$ cat src/rtl/uartb_rx.sv
// rtl/uartb_rx.sv - 8N1 receiver with normal/burst 32-bit packing; optional frame check via UARTB_RX_FERR_EN
module uartb_rx #(
    parameter int DIV_RST = 7
) (
    input  logic        clk,
    input  logic        rst,
    input  logic        rxd,
    input  logic [15:0] d,
    input  logic        wrbaud,
    input  logic        rd,
    output logic [31:0] q,
    output logic        dv,
    output logic        ovf,
    output logic        ferr,
    output logic        busy
);
    typedef enum logic [1:0] {IDLE, START, DATA, STOP} state_t;

    state_t     state;
    logic       s1, rs, hist;
    logic [8:0] div, cnt, div_eff;
    logic       mode;
    logic [1:0] bidx;
    logic [2:0] nbit;
    logic [7:0] sh;
    logic       tick, start_edge, stop_tick, byte_ok, word_done, arm;
    logic       unused_bits;
`ifdef UARTB_RX_FERR_EN
    logic       ferr_hit, ferr_wait;
`endif

    assign unused_bits = ^d[15:10];

    // Sample timing, start detection and byte/word completion conditions
    always_comb begin
        div_eff    = (div < 9'd3) ? 9'd3 : div;
        tick       = (cnt == 9'd0);
        start_edge = hist & ~rs;
        stop_tick  = (state == STOP) && tick;
`ifdef UARTB_RX_FERR_EN
        byte_ok    = stop_tick & rs;
        ferr_hit   = stop_tick & ~rs;
        arm        = ~ferr_wait;
`else
        byte_ok    = stop_tick;
        arm        = 1'b1;
`endif
        word_done  = byte_ok & (~mode | (bidx == 2'd3));
    end

    // Two-flop synchroniser on rxd plus one history flop for falling-edge detection
    always_ff @(posedge clk or posedge rst) begin
        if (rst) begin
            s1   <= 1'b1;
            rs   <= 1'b1;
            hist <= 1'b1;
        end else begin
            s1   <= rxd;
            rs   <= s1;
            hist <= rs;
        end
    end

    // Frame FSM: half-bit start qualification, 8 LSB-first data bits, stop bit
    always_ff @(posedge clk or posedge rst) begin
        if (rst) begin
            state <= IDLE;
            cnt   <= 9'd0;
            nbit  <= 3'd0;
            sh    <= 8'd0;
            busy  <= 1'b0;
`ifdef UARTB_RX_FERR_EN
            ferr_wait <= 1'b0;
`endif
        end else begin
`ifdef UARTB_RX_FERR_EN
            // After a bad stop bit the line must be seen high before re-arming
            if (ferr_hit)
                ferr_wait <= 1'b1;
            else if (rs)
                ferr_wait <= 1'b0;
`endif
            case (state)
                IDLE: begin
                    if (start_edge && arm) begin
                        state <= START;
                        cnt   <= div_eff >> 1;
                        busy  <= 1'b1;
                    end
                end
                START: begin
                    if (tick) begin
                        if (rs) begin
                            state <= IDLE;
                            busy  <= 1'b0;
                        end else begin
                            state <= DATA;
                            nbit  <= 3'd0;
                            cnt   <= div_eff;
                        end
                    end else begin
                        cnt <= cnt - 9'd1;
                    end
                end
                DATA: begin
                    if (tick) begin
                        sh   <= {rs, sh[7:1]};
                        nbit <= nbit + 3'd1;
                        cnt  <= div_eff;
                        if (nbit == 3'd7)
                            state <= STOP;
                    end else begin
                        cnt <= cnt - 9'd1;
                    end
                end
                STOP: begin
                    if (tick) begin
                        state <= IDLE;
                        busy  <= 1'b0;
                        cnt   <= div_eff;
                    end else begin
                        cnt <= cnt - 9'd1;
                    end
                end
                default: begin
                    state <= IDLE;
                    busy  <= 1'b0;
                end
            endcase
        end
    end

    // Read port: byte packing, valid/overrun/frame-error flags and divider/mode register
    always_ff @(posedge clk or posedge rst) begin
        if (rst) begin
            q    <= 32'd0;
            dv   <= 1'b0;
            ovf  <= 1'b0;
            bidx <= 2'd0;
            div  <= 9'(DIV_RST);
            mode <= 1'b0;
        end else begin
            if (byte_ok) begin
                if (mode) begin
                    q[8*bidx +: 8] <= sh;
                    bidx           <= bidx + 2'd1;
                end else begin
                    q <= {24'h0, sh};
                end
            end
            // A divider/mode write restarts burst packing at lane 0
            if (wrbaud) begin
                div  <= d[8:0];
                mode <= d[9];
                bidx <= 2'd0;
            end
            // New data beats a coincident read; overrun only when nobody read the old word
            if (word_done) begin
                dv <= 1'b1;
                if (rd)
                    ovf <= 1'b0;
                else if (dv)
                    ovf <= 1'b1;
            end else if (rd) begin
                dv  <= 1'b0;
                ovf <= 1'b0;
            end
        end
    end

`ifdef UARTB_RX_FERR_EN
    // Frame error sticks until read; a new error in the read cycle wins
    always_ff @(posedge clk or posedge rst) begin
        if (rst)
            ferr <= 1'b0;
        else if (ferr_hit)
            ferr <= 1'b1;
        else if (rd)
            ferr <= 1'b0;
    end
`else
    assign ferr = 1'b0;
`endif

endmodule

$ cat config.mk
export PLATFORM = sky130hd
export DESIGN_NAME = uartb_rx
export DESIGN_NICKNAME = d
export VERILOG_FILES = /design/src/rtl/uartb_rx.sv
export SDC_FILE = /design/constraint.sdc
export NUM_CORES = 1
export LEC_CHECK = 0
export BUFFER_PORTS_ARGS = -buffer_cell sky130_fd_sc_hd__buf_2
export CAP_MARGIN = 10
export CORE_UTILIZATION = 51
export CTS_CLUSTER_SIZE = 14
export DETAILED_ROUTE_END_ITERATION = 8
export GPL_TIMING_DRIVEN = 0
export PLACE_DENSITY_LB_ADDON = 0.05
export SYNTH_ARGS = -nofsm -noshare
export SYNTH_HDL_FRONTEND = slang
export SYNTH_SLANG_ARGS = --single-unit
$ cat constraint.sdc
create_clock -name clk -period 2.2 [get_ports clk]
set_input_delay 0.22 -clock clk [delete_from_list [all_inputs] [get_ports clk]]
set_output_delay 0.22 -clock clk [all_outputs]
set_load 0.03 [all_outputs]
After elaboration in Yosys (flattened, before gate mapping)
Cells that the tools add are included.
{"block": "totals", "ff_bits": 72, "word_cells": 88, "out_inout_bits": 36, "in_bits": 21}
{"block": "op_classes", "n_bitwise": 5, "n_lt_le_gt_ge": 1, "reduce_logical": 17, "muxes": 32, "n_addsub": 4, "eq_ne": 13, "n_shift": 2}
{"cell": "two-way mux 9 bit", "count": 5}
{"cell": "negator 5 -> 34 bit", "count": 1}
{"cell": "variable shift 8 x 34 -> 32 bit, first input constant", "count": 1}
{"cell": "variable part select 8 x 34 -> 32 bit", "count": 1}
{"cell": "bitwise mux 32 bit", "count": 1}
{"cell": "two-way mux 32 bit", "count": 1}
{"cell": "case mux 9 bit (3 select lines)", "count": 1}
{"cell": "two-way mux 2 bit", "count": 9}
{"cell": "!= test 2 bit, second input constant", "count": 7}
{"cell": "AND reduction 5 bit", "count": 2}
{"cell": "nonzero test 2 bit", "count": 5}
{"cell": "zero test 9 bit", "count": 1}
{"cell": "< comparator 9 x 2 -> 1 bit, second input constant", "count": 1}
{"cell": "two-way mux 1 bit", "count": 9}
{"cell": "two-way mux 3 bit", "count": 3}
{"cell": "subtractor 9 x 1 -> 9 bit, second input constant", "count": 1}
{"cell": "case mux 2 bit (4 select lines)", "count": 1}
{"cell": "AND reduction 2 bit", "count": 4}
{"cell": "== test 2 bit, second input constant", "count": 3}
{"cell": "case mux 3 bit (2 select lines)", "count": 1}
{"cell": "AND reduction 4 bit", "count": 1}
{"cell": "adder 3 x 1 -> 3 bit, second input constant", "count": 1}
{"cell": "== test 3 bit, second input constant", "count": 1}
{"cell": "!= test 3 bit, second input constant", "count": 1}
{"cell": "other kinds (10)", "count": 12}

Depth between registers and ports, before layout
{"block": "depth", "ltp_word": 5, "mapped_depth": 8, "mapped_depth_nobuf": 6}

Worst setup path before layout
OpenSTA, ideal clock, no wires.
{"block": "synth_timing", "kind": "register -> register", "startpoint": "register cnt[0]", "endpoint": "register q[18]", "setup_ns": 0.121, "stages_incl_launch_ff": 8, "synth_period_minus_slack_ns": 2.252, "required_time_ns": 2.079, "arrival_time_ns": 2.131, "slack_ns": -0.052, "n_path_buf": 1, "cell_sequence": "dfrtp_1 inv_1 ha_1 or4b_4 buf_6 or3_4 o21bai_4 a22o_1"}
{"block": "synth_via", "elab_chain_cells": 2}
{"element": "start: declaration", "line_no": "21", "source": "logic [8:0] div, cnt, div_eff;"}
{"element": "start signal: assignment", "line_no": "87", "source": "cnt <= div_eff >> 1;"}
{"element": "start signal: assignment", "line_no": "99", "source": "cnt <= div_eff;"}
{"element": "start signal: assignment", "line_no": "102", "source": "cnt <= cnt - 9'd1;"}
{"element": "zero test 9 bit", "line_no": "37", "source": "tick = (cnt == 9'd0);"}
{"element": "logical AND 1 bit", "line_no": "39", "source": "stop_tick = (state == STOP) && tick;"}
{"element": "end signal: indexed assignment", "line_no": "145", "source": "q[8*bidx +: 8] <= sh;"}
{"element": "end signal: assignment", "line_no": "148", "source": "q <= {24'h0, sh};"}
{"element": "end: declaration", "line_no": "11", "source": "output logic [31:0] q,"}
Every way passes these cells.
A chain may end at the register's enable or synchronous reset.

Worst setup path in the final report
{"block": "layout_timing", "startpoint": "register cnt[5]", "endpoint": "register q[9]"}
Same word-level chain as after synthesis.

==> qor.csv <==
metric,value,unit
status,"complete, but fails checks",
failing checks,design-rule violations,
crit path cell chain,"or4b_4, or3_4, a21oi_4, buf_12, mux2i_4",
full die area,0.00707,mm2
DP Area,0.00379,mm2
WL met1,3380,um
drt wl/cell,15.7,um
Layout Nets,425,
top-area cell type share of the netlist area,48.0,%
Post-synth ARST share,100,%
H-Tree Level Count,3,
Final Instance Area,0.00413,mm2
Crit path largest cell delay,0.63,ns
switch share,33.6,%
CTS max path bufs,2,
RR Startpoint,cnt[5],
RePlAce Congestion,0.931,
dominant cells by area after synthesis,"dfrtp_1, mux2_2, dfstp_2",
Max Slew Vio Count,0,
Chip Width,84.1,um
Worst Hold Class,primary input to async pin,
# setup viols final,0,
Max Cap Violations,0,
syn nets,352,
via count of the first global-routing pass,2592,
Logic pwr share,27.0,%
TritonRoute pass-1 iters,6,
Synth Instances,324,
P_sw,1200,uW
maximum net fanout on the critical path,8,
Critical Path End Type,register,
Slew headroom,42.4,%
WL final,7530,um
DRC violations left,8,
CP max-delay cell,or4b_4,
Clock Power Share,26.6,%
initial antenna violation count,0,
row cnt,29,
sequential share of power,46.4,%
largest area contributor in the netlist,dfrtp_1,
synth unique cells,51,
Buf/Inv on CP,1,
most common cell in the synthesized netlist,dfrtp_1,
reg-to-reg setup timing slack,0.05,ns
met2 routed WL,3710,um
Initial Utilization,53.5,%
setup ws final,0.0525,ns
hold_ws,0.0376,ns
"Data required, critical path",2.48,ns
total vias in the final route,2686,
Tot GR Track Use,22.8,%
Avg Inst Size Synth,10.6,um2
DP Wirelength,5090,um
largest net degree at the start of global routing,73,
leak pwr,0.00190,uW
Final Hold Viols,0,
Final ANT Viol Nets,0,
CP Launch Type,register,
# diodes,0,
fillcell total,527,
critical path arrival,2.43,ns
TritonCTS buffer count,9,
Most used DFF post-synth,dfrtp_1,
pre-CTS setup slack,-0.182,ns
period utilisation layout,97.6,%
final core occ,64.3,%
VDD IR max,0.000581,V
commonest cells in the netlist,"dfrtp_1, inv_1, nand2_1",
crit path kind,register to register,
# clock sinks,72,
met3 wire len,315,um
pwr/cell area,861,mW/mm2
Post-synth EDFFs,0,
critical path's top delay family,simple AND/OR/NAND/NOR gates,
first-pass GRT wire length,12600,um
clk_skew,0.0110,ns
Worst Max-Slew Pin Slew,0.864,ns
buffers added on ports,49,
global route overflow,0,
Vias/cell,5.61,
die outline height,84.1,um
CTS tree,built,
core area,0.00642,mm2
Detailed Route Iter0 Violations,192,
Syn. warnings,0,
Syn-to-layout area delta,20.1,%
Worst Setup SP,cnt[5],
DR top layer,met4,
CTS root buf,clkbuf_8,
Mapped Area,0.00344,mm2
unrepaired setup endpoints after global routing,no,
minimum clock period,2.15,ns
Fmax,466,MHz
latest clock arrival within the worst-skew pair,0.36,ns
setup TNS,0,ns
register bit total from synthesis,72,
top-level I/O count,57,
sequential share of the synthesized area,52.6,%
Int Power,2360,uW
share of layout cells above drive strength 1,32.3,%
Worst-path clk slew,0.08,ns
-- registers in the layout, summed over array words and instances (netlist names), named ones only --
name   count
bidx       2
busy       1
cnt        9
div        9
dv         1
hist       1
mode       1
nbit       3
ovf        1
q         32
rs         1
s1         1
sh         8
state      1
-- cells by family (layout without fill, tap and decap cells) --
family / after synthesis / after routing / synth area share (%)
adders and majority gates: 7 / 7 / 2.55
and+or+nand+nor: 92 / 92 / 14.7
muxes: 30 / 30 / 9.39
other: 1 / 1 / 0.109
AOI/OAI and AO/OA: 70 / 70 / 14.2
DFF: 72 / 72 / 52.6
xor gates and xnor gates: 1 / 1 / 0.255
buffers and inverters: 51 / 129 / 6.15
-- worst paths after layout --
kind / depth (start not counted) / endpoint
max in group asynchronous: 2 / cnt[2]
max reg2reg: 5 / q[9]
min reg2reg: 0 / rs
min: 2 / q[29]
max: 5 / q[9]
min in group clk: 2 / ovf
-- layer usage --
metal | GRT usage [%] | up-vias
li1 | - | 1300
met1 | 29.4 | 1302
met2 | 36.7 | 68
met3 | 5.64 | 16
met4 | 9.87 | 0
met5 | 0 | -
-- what timing repair did --
action / CTS / global route
endpoints found under the hold margin: 1 / 0
setup endpoints to repair: 47 / 47
pin swaps: 9 / 3
hold buffers: 1 / 0
gates resized for setup: 1 / 12
buffers inserted: 9 / 5
-- stage by stage --
stage / total power [uW] / std cells
finish: 3560 / 479
CTS: 3500 / 476
floorplan: 2270 / 324
global route: 3750 / 479
detailed placement: 2480 / 450
global placement: 2470 / 450
-- power by group through the flow --
stage               logic, uW  clock network, uW  registers [uW]
floorplan                 676                  0            1590
detailed placement        840                  0            1640
global placement          831                  0            1640
global route             1070               1020            1660
CTS                       917                965            1620
finish                    961                946            1650
-- cell usage in the layout (no fill, tap or decap), types with 3 or more instances in the layout --
cell type and instances:
a21oi_1 9, a22o_1 8, buf_2 50, buf_4 14, clkbuf_1 9, clkbuf_8 10, clkinv_2 3, dfrtp_1 64
dfstp_2 6, ha_1 6, inv_1 35, mux2_2 18, mux2i_1 11, nand2_1 22, nand3_1 17, nor2_1 13
nor3_1 12, nor4_1 3, o21ai_0 21, o22ai_1 8, or2_2 4, or4_1 3
-- area by class of cell --
class                           instances  area [um2]  area share, %
Buffer                                 11        47.5           1.15
Clock buffer                           11         141           3.42
Clock inverter                          5        32.5          0.788
Inverter                               38         145           3.52
Multi-Input combinational cell        201        1480           35.9
Sequential cell                        72        1810           43.9
Tap cell                               77        96.3           2.33
Timing Repair Buffer                   64         373           9.03
Power figures use the tool's default switching activity.
